--- config.mk ---
export PLATFORM = sky130hd
export DESIGN_NAME = control_unit
export DESIGN_NICKNAME = d
export VERILOG_FILES = /design/src/rtl/defs_pkg.sv /design/src/rtl/cu_branch_eval.sv /design/src/rtl/control_unit.sv
export SDC_FILE = /design/constraint.sdc
export NUM_CORES = 1
export LEC_CHECK = 0
export ABC_AREA = 1
export CORE_MARGIN = 4
export CORE_UTILIZATION = 28
export CTS_CLUSTER_DIAMETER = 40
export CTS_CLUSTER_SIZE = 20
export DETAILED_ROUTE_END_ITERATION = 12
export PLACE_DENSITY = 0.72
export SLEW_MARGIN = 30
export SYNTH_ARGS = -nofsm -noshare
export SYNTH_HDL_FRONTEND = slang
export SYNTH_HIERARCHICAL = 1
export SYNTH_SLANG_ARGS = --single-unit
--- constraint.sdc ---
create_clock -name clk -period 1.15 [get_ports clk]
set_clock_uncertainty 0.05 [all_clocks]
set_input_delay 0.1725 -clock clk [delete_from_list [all_inputs] [get_ports clk]]
set_output_delay 0.1725 -clock clk [all_outputs]
set_load 0.01 [all_outputs]
--- src/rtl/defs_pkg.sv ---
// Shared types for the CPU control path: opcodes, FSM states, ALU ops, flag and control bundles.
// Mux-select encodings live here so the datapath and the control unit agree on them.
package defs_pkg;

    typedef enum logic [3:0] {
        OP_ADD  = 4'h0,
        OP_SUB  = 4'h1,
        OP_AND  = 4'h2,
        OP_OR   = 4'h3,
        OP_XOR  = 4'h4,
        OP_ADDI = 4'h5,
        OP_CMP  = 4'h6,
        OP_LDI  = 4'h7,
        OP_LD   = 4'h8,
        OP_ST   = 4'h9,
        OP_JMP  = 4'hA,
        OP_BZ   = 4'hB,
        OP_BNZ  = 4'hC,
        OP_BN   = 4'hD,
        OP_JR   = 4'hE,
        OP_HALT = 4'hF
    } opcode_t;

    typedef enum logic [3:0] {
        FETCH_A = 4'd0,
        FETCH_B = 4'd1,
        DECODE  = 4'd2,
        EXEC    = 4'd3,
        WB      = 4'd4,
        MEM_RD  = 4'd5,
        MEM_LD  = 4'd6,
        MEM_WB  = 4'd7,
        ST_AB   = 4'd8,
        ST_WR   = 4'd9,
        HALT    = 4'd10
    } cu_state_t;

    typedef enum logic [2:0] {
        ALU_ADD = 3'd0,
        ALU_SUB = 3'd1,
        ALU_AND = 3'd2,
        ALU_OR  = 3'd3,
        ALU_XOR = 3'd4
    } alu_op_t;

    localparam logic       PC_SEL_AB         = 1'b0;
    localparam logic       PC_SEL_ADDER      = 1'b1;
    localparam logic [1:0] ADDER_SEL_SIMM12  = 2'd0;
    localparam logic [1:0] ADDER_SEL_SIMM8   = 2'd1;
    localparam logic [1:0] ADDER_SEL_INC2    = 2'd2;
    localparam logic       REG2_SEL_RD       = 1'b0;
    localparam logic       REG2_SEL_RB       = 1'b1;
    localparam logic [1:0] REGW_SEL_ACC      = 2'd0;
    localparam logic [1:0] REGW_SEL_MDR      = 2'd1;
    localparam logic [1:0] REGW_SEL_IMM      = 2'd2;
    localparam logic       ALU_SEL_SIMM4     = 1'b0;
    localparam logic       ALU_SEL_A         = 1'b1;

    typedef struct packed {
        logic z;
        logic n;
        logic c;
        logic v;
    } alu_flags_t;

    typedef struct packed {
        logic       ir_load;
        logic       ab_load;
        logic       reg2_sel;
        logic       pc_write;
        logic       pc_sel;
        logic [1:0] adder_sel;
        alu_op_t    alu_op;
        logic       alu_sel;
        logic       acc_load;
        logic       flag_load;
        logic       rf_write;
        logic [1:0] regw_sel;
        logic       mar_load;
        logic       mem_read;
        logic       mdr_load;
        logic       mem_write;
    } ctrl_sig_t;

    // Opcodes whose result goes through ACC and back to the register file.
    function automatic logic is_acc_op(input opcode_t op);
        return (op == OP_ADD) || (op == OP_SUB) || (op == OP_AND) ||
               (op == OP_OR)  || (op == OP_XOR) || (op == OP_ADDI);
    endfunction

    function automatic alu_op_t alu_op_of(input opcode_t op);
        alu_op_t res;
        res = ALU_ADD;
        case (op)
            OP_SUB:  res = ALU_SUB;
            OP_AND:  res = ALU_AND;
            OP_OR:   res = ALU_OR;
            OP_XOR:  res = ALU_XOR;
            OP_CMP:  res = ALU_SUB;
            default: res = ALU_ADD;
        endcase
        return res;
    endfunction

endpackage

--- src/rtl/cu_branch_eval.sv ---
// Branch condition evaluation for the control unit; JMP counts as always taken.
module cu_branch_eval
    import defs_pkg::*;
(
    input  opcode_t    opcode,
    input  alu_flags_t flags,
    output logic       take
);

    logic unused_flags;
    assign unused_flags = flags.c ^ flags.v;

    always_comb begin
        take = 1'b0;
        case (opcode)
            OP_JMP:  take = 1'b1;
            OP_BZ:   take = flags.z;
            OP_BNZ:  take = ~flags.z;
            OP_BN:   take = flags.n;
            default: take = 1'b0;
        endcase
    end

endmodule

--- src/rtl/control_unit.sv ---
// Multi-cycle CPU control FSM: fetch, decode, execute, memory and writeback sequencing.
// Optional retired-instruction counter enabled by defining CU_RETIRE_CNT_EN.
//
// state   | meaning
// FETCH_A | wait for synchronous ROM read
// FETCH_B | load IR
// DECODE  | load A/B, PC += 2
// EXEC    | opcode-dependent execute
// WB      | write ACC to register file
// MEM_RD  | data memory read issued
// MEM_LD  | capture read data into MDR
// MEM_WB  | write MDR to register file
// ST_AB   | reload B with rd for store data
// ST_WR   | data memory write
// HALT    | stopped until reset
module control_unit
    import defs_pkg::*;
#(
    parameter int INSTR_WIDTH = 16,
    parameter int OPC_WIDTH   = 4
) (
    input  logic                   clk,
    input  logic                   reset,
    input  logic [INSTR_WIDTH-1:0] instruct,
    input  alu_flags_t             flags,
    output ctrl_sig_t              sigs,
    output logic                   halted,
    output cu_state_t              state_dbg
`ifdef CU_RETIRE_CNT_EN
    ,
    output logic [31:0]            retired
`endif
);

    cu_state_t state, state_next;
    opcode_t   opcode;
    logic      take;

    assign opcode    = opcode_t'(instruct[OPC_WIDTH-1:0]);
    assign state_dbg = state;

    logic unused_operands;
    assign unused_operands = ^instruct[INSTR_WIDTH-1:OPC_WIDTH];

    cu_branch_eval u_branch_eval (
        .opcode (opcode),
        .flags  (flags),
        .take   (take)
    );

    always_ff @(posedge clk or posedge reset) begin
        if (reset) begin
            state <= FETCH_A;
        end else begin
            state <= state_next;
        end
    end

    always_comb begin
        sigs       = '0;
        halted     = 1'b0;
        state_next = state;
        case (state)
            FETCH_A: state_next = FETCH_B;
            FETCH_B: begin
                sigs.ir_load = 1'b1;
                state_next   = DECODE;
            end
            DECODE: begin
                sigs.ab_load   = 1'b1;
                sigs.reg2_sel  = (opcode == OP_ADDI) ? REG2_SEL_RD : REG2_SEL_RB;
                // PC already points at the next instruction before any branch offset is applied.
                sigs.pc_write  = 1'b1;
                sigs.pc_sel    = PC_SEL_ADDER;
                sigs.adder_sel = ADDER_SEL_INC2;
                state_next     = EXEC;
            end
            EXEC: begin
                state_next = FETCH_A;
                if (is_acc_op(opcode)) begin
                    sigs.alu_op    = alu_op_of(opcode);
                    sigs.alu_sel   = (opcode == OP_ADDI) ? ALU_SEL_SIMM4 : ALU_SEL_A;
                    sigs.acc_load  = 1'b1;
                    sigs.flag_load = 1'b1;
                    state_next     = WB;
                end else begin
                    case (opcode)
                        OP_CMP: begin
                            sigs.alu_op    = ALU_SUB;
                            sigs.flag_load = 1'b1;
                        end
                        OP_LDI: begin
                            sigs.rf_write = 1'b1;
                            sigs.regw_sel = REGW_SEL_IMM;
                        end
                        OP_LD: begin
                            sigs.mar_load = 1'b1;
                            state_next    = MEM_RD;
                        end
                        OP_ST: begin
                            sigs.mar_load = 1'b1;
                            state_next    = ST_AB;
                        end
                        OP_JMP, OP_BZ, OP_BNZ, OP_BN: begin
                            if (take) begin
                                sigs.pc_write  = 1'b1;
                                sigs.pc_sel    = PC_SEL_ADDER;
                                sigs.adder_sel = (opcode == OP_JMP) ? ADDER_SEL_SIMM12
                                                                    : ADDER_SEL_SIMM8;
                            end
                        end
                        OP_JR: begin
                            sigs.pc_write = 1'b1;
                            sigs.pc_sel   = PC_SEL_AB;
                        end
                        OP_HALT: state_next = HALT;
                        default: state_next = FETCH_A;
                    endcase
                end
            end
            WB: begin
                sigs.rf_write = 1'b1;
                sigs.regw_sel = REGW_SEL_ACC;
                state_next    = FETCH_A;
            end
            MEM_RD: begin
                sigs.mem_read = 1'b1;
                state_next    = MEM_LD;
            end
            MEM_LD: begin
                sigs.mem_read = 1'b1;
                sigs.mdr_load = 1'b1;
                state_next    = MEM_WB;
            end
            MEM_WB: begin
                sigs.rf_write = 1'b1;
                sigs.regw_sel = REGW_SEL_MDR;
                state_next    = FETCH_A;
            end
            ST_AB: begin
                sigs.ab_load  = 1'b1;
                sigs.reg2_sel = REG2_SEL_RD;
                state_next    = ST_WR;
            end
            ST_WR: begin
                sigs.mem_write = 1'b1;
                state_next     = FETCH_A;
            end
            HALT: begin
                halted     = 1'b1;
                state_next = HALT;
            end
            default: state_next = FETCH_A;
        endcase
    end

`ifdef CU_RETIRE_CNT_EN
    // FETCH_A never loops on itself, so entering it marks the end of one instruction.
    always_ff @(posedge clk or posedge reset) begin
        if (reset) begin
            retired <= '0;
        end else if (state_next == FETCH_A && state != FETCH_A) begin
            retired <= retired + 32'd1;
        end
    end
`endif

endmodule

==> run metrics <==
count of nets left with antenna violations after detail routing 0; number of standard cells after synthesis 101; r2r startpoint state_dbg[3]$_DFF_PP0_; RSZ-0062 raised after global routing yes; Area after DPL 1270 µm²; Final period util 148%; Final WS setup -0.555 ns; Diodes inserted 0; setup total negative slack -10.05 ns; multi-input combinational cell area about 630 µm²; IO Pins 47; first-pass iteration count of the detailed router 5; maximum net fanout on the critical path 5; Max VDD drop around 0.0023 V; count of standard-cell rows 15; port buffer count 32; CTS sink count 4; Layout Cell Area excl Fill 1610 µm²; worst rel slew slack 84.5%; total standard cell area after synthesis 558 µm²; clk root buf sky130_fd_sc_hd__clkbuf_4; Max-Cap Viols 0; Layout area overhead 188%; fmax 0.586 GHz; fill cell total of the finished layout 76; Critical Path RT between 0.9 and 1 ns; worst-case setup slack after placement -1.11 ns; dominant combinational cell family by area after synthesis simple AND/OR/NAND/NOR gates; total global routing track utilization between 20% and 30%; clock insertion delay at the later pin of the skew report approximately 0.25 ns; post-synth top area share 19.5%; overall power of the completed layout ~3.7 mW; share of synthesized cell area in and, or, nand and nor gates 57.8%; register bit total from synthesis 4; startpoint of the most critical setup path state_dbg[3]$_DFF_PP0_; Final Core Density 89.2%; first-pass GRT wire length 4840 µm; Crit path arrival time 1.48 ns; cell type with the highest aggregate area in the netlist sky130_fd_sc_hd__nand2_1; final net count 211; storage element area 105 µm²; DRC errors left 0; vias in the first global route 1062; mean post-synth cell area 5.53 µm²; sort of element at the start of the critical path flop; Hold Crit Class primary input to async pin; compound-cell area share of the yosys netlist 10.1%; post-synthesis sequential area ratio 17.9%; cells on worst reg2reg path 8; slew at the pin with the worst max-slew slack roughly 0.23 ns; flop2flop setup slack -0.41 ns; most frequent standard cell in the layout excluding fill and tap cells sky130_fd_sc_hd__buf_4; number of hold violations in the final report 0; number of buffers inserted during clock tree synthesis 3; parity-gate share of the synthesized area counting xor and xnor cells 0%; crit path capture type output pin; drt total wl 3780 µm; number of max-slew violations in the final report 0; hold-fix buffers at CTS 0; number of vias after detailed routing 1087; Vert. Die Dim around 53 µm; last weighted congestion value of the routability-driven placer 0.832; DRC violation total after the first TritonRoute iteration 11; status finished with violations; Yosys Warn Count 6; flip-flop count of the largest register after layout 4; minimum clock period between 1.5 and 2 ns; total setup violations reported at the end of the flow 29; pin count of the biggest net entering global routing 8; overall die width 52.6 µm; fraction of synthesized area in multiplexers 0%; Critical Path Sink sigs[16]; Crit Reg-Reg Endpoint state_dbg[2]$_DFF_PP0_; synth top area cells sky130_fd_sc_hd__nand2_1 (20%), sky130_fd_sc_hd__dfrtp_1 (18%), sky130_fd_sc_hd__inv_1 (11%); post-synthesis cell type count 22; Via density 5.13; most frequent cells in the layout sky130_fd_sc_hd__buf_4 (38), sky130_fd_sc_hd__buf_6 (28), sky130_fd_sc_hd__nand2_1 (20); core area about 1800 µm²; clock tree from TritonCTS built; syn nets 123; adder-cell share of the synthesized area 0%; post-CTS clock slew at the launch and capture registers of the worst setup and hold paths 0.04 ns; number of antenna violations at the first check in global routing 0; proportion of layout cells with a drive suffix above 1 around 73%; number of H-tree levels 1; CP Class flop to output pin; Die Footprint 2770 µm²; violated checks setup timing; leak pwr a little over 0.8 nW; initial core utilization about 31%; DP HPWL 1760 µm; CTS max path bufs 2; Congestion Overflow GR 0; post-DR wirelength/cell 17.8 µm; power density relative to cell area 2320 nW/µm²
## through the flow
step                instances  hold WS, ns
floorplan                 101       -0.111
global placement          188        0.309
detailed placement        188        0.313
CTS                       206       0.0529
global route              212        0.108
finish                    212        0.101
## layout make-up
class                           count  share of cell area (%)
Multi-Input combinational cell     77                    39.2
Sequential cell                     4                    6.54
Timing Repair Buffer               84                    46.1
Tap cell                           25                    1.95
Clock buffer                        3                    1.40
Inverter                           19                    4.75
## worst min-delay path by stage
stage | endpoint | slack (ns) | depth (start not counted)
floorplan | state_dbg[0]$_DFF_PP0_ | -0.11 | 1
global placement | state_dbg[3]$_DFF_PP0_ | 0.31 | 2
detailed placement | state_dbg[2]$_DFF_PP0_ | 0.31 | 2
CTS | state_dbg[0]$_DFF_PP0_ | 0.05 | 2
global route | state_dbg[0]$_DFF_PP0_ | 0.11 | 2
finish | state_dbg[0]$_DFF_PP0_ | 0.10 | 2
## routing by layer
layer  wire (µm)  track usage (%)
met2        1860             42.4
met5           0                0
met4         148             10.2
met1        1590             28.1
met3         185             4.84
## cell usage after synthesis
cell and instances:
sky130_fd_sc_hd__nor3_1 3, sky130_fd_sc_hd__nor4_1 1, sky130_fd_sc_hd__nand3_2 2, sky130_fd_sc_hd__inv_1 17, sky130_fd_sc_hd__o21ai_1 1, sky130_fd_sc_hd__nand3_1 8, sky130_fd_sc_hd__nand2_1 29, sky130_fd_sc_hd__buf_4 1
sky130_fd_sc_hd__or2_2 1, sky130_fd_sc_hd__a21oi_2 1, sky130_fd_sc_hd__nor2_4 1, sky130_fd_sc_hd__nor3_2 1, sky130_fd_sc_hd__inv_2 2, sky130_fd_sc_hd__nand4_1 1, sky130_fd_sc_hd__o22ai_2 1, sky130_fd_sc_hd__nor2_1 15
sky130_fd_sc_hd__a21oi_1 3, sky130_fd_sc_hd__o21ai_0 3, sky130_fd_sc_hd__nand2_4 1, sky130_fd_sc_hd__dfrtp_1 4, sky130_fd_sc_hd__nand2_2 2, sky130_fd_sc_hd__nor2_2 3
## kinds of logic (layout without fill, tap and decap cells)
family,after synthesis,in the layout
compound gates,9,9
buf+inv,20,106
flops,4,4
simple gates,68,68
## timing repair
| action | CTS | global route |
|---|---|---|
| gates resized for setup | 139 | 30 |
| pin swaps | 18 | 9 |
| setup endpoints to repair | 29 | 29 |
| cloned | 0 | 0 |
| setup buffers | 16 | 7 |
## report_power, final
part           internal [mW]  switching [mW]
combinational           1.62            1.55
sequential             0.214           0.151
clock                  0.117          0.0666
total                   1.95            1.77
## critical path, stage by stage (launching register included)
cell and delay [ns]:
sky130_fd_sc_hd__dfrtp_2 0.46, sky130_fd_sc_hd__inv_4 0.10, sky130_fd_sc_hd__nand2_4 0.07, sky130_fd_sc_hd__nor2_4 0.23, sky130_fd_sc_hd__buf_4 0.15, sky130_fd_sc_hd__nand2_1 0.07
sky130_fd_sc_hd__nand2_2 0.07, sky130_fd_sc_hd__buf_6 0.09
No activity file was read; power rests on OpenSTA's default activity.
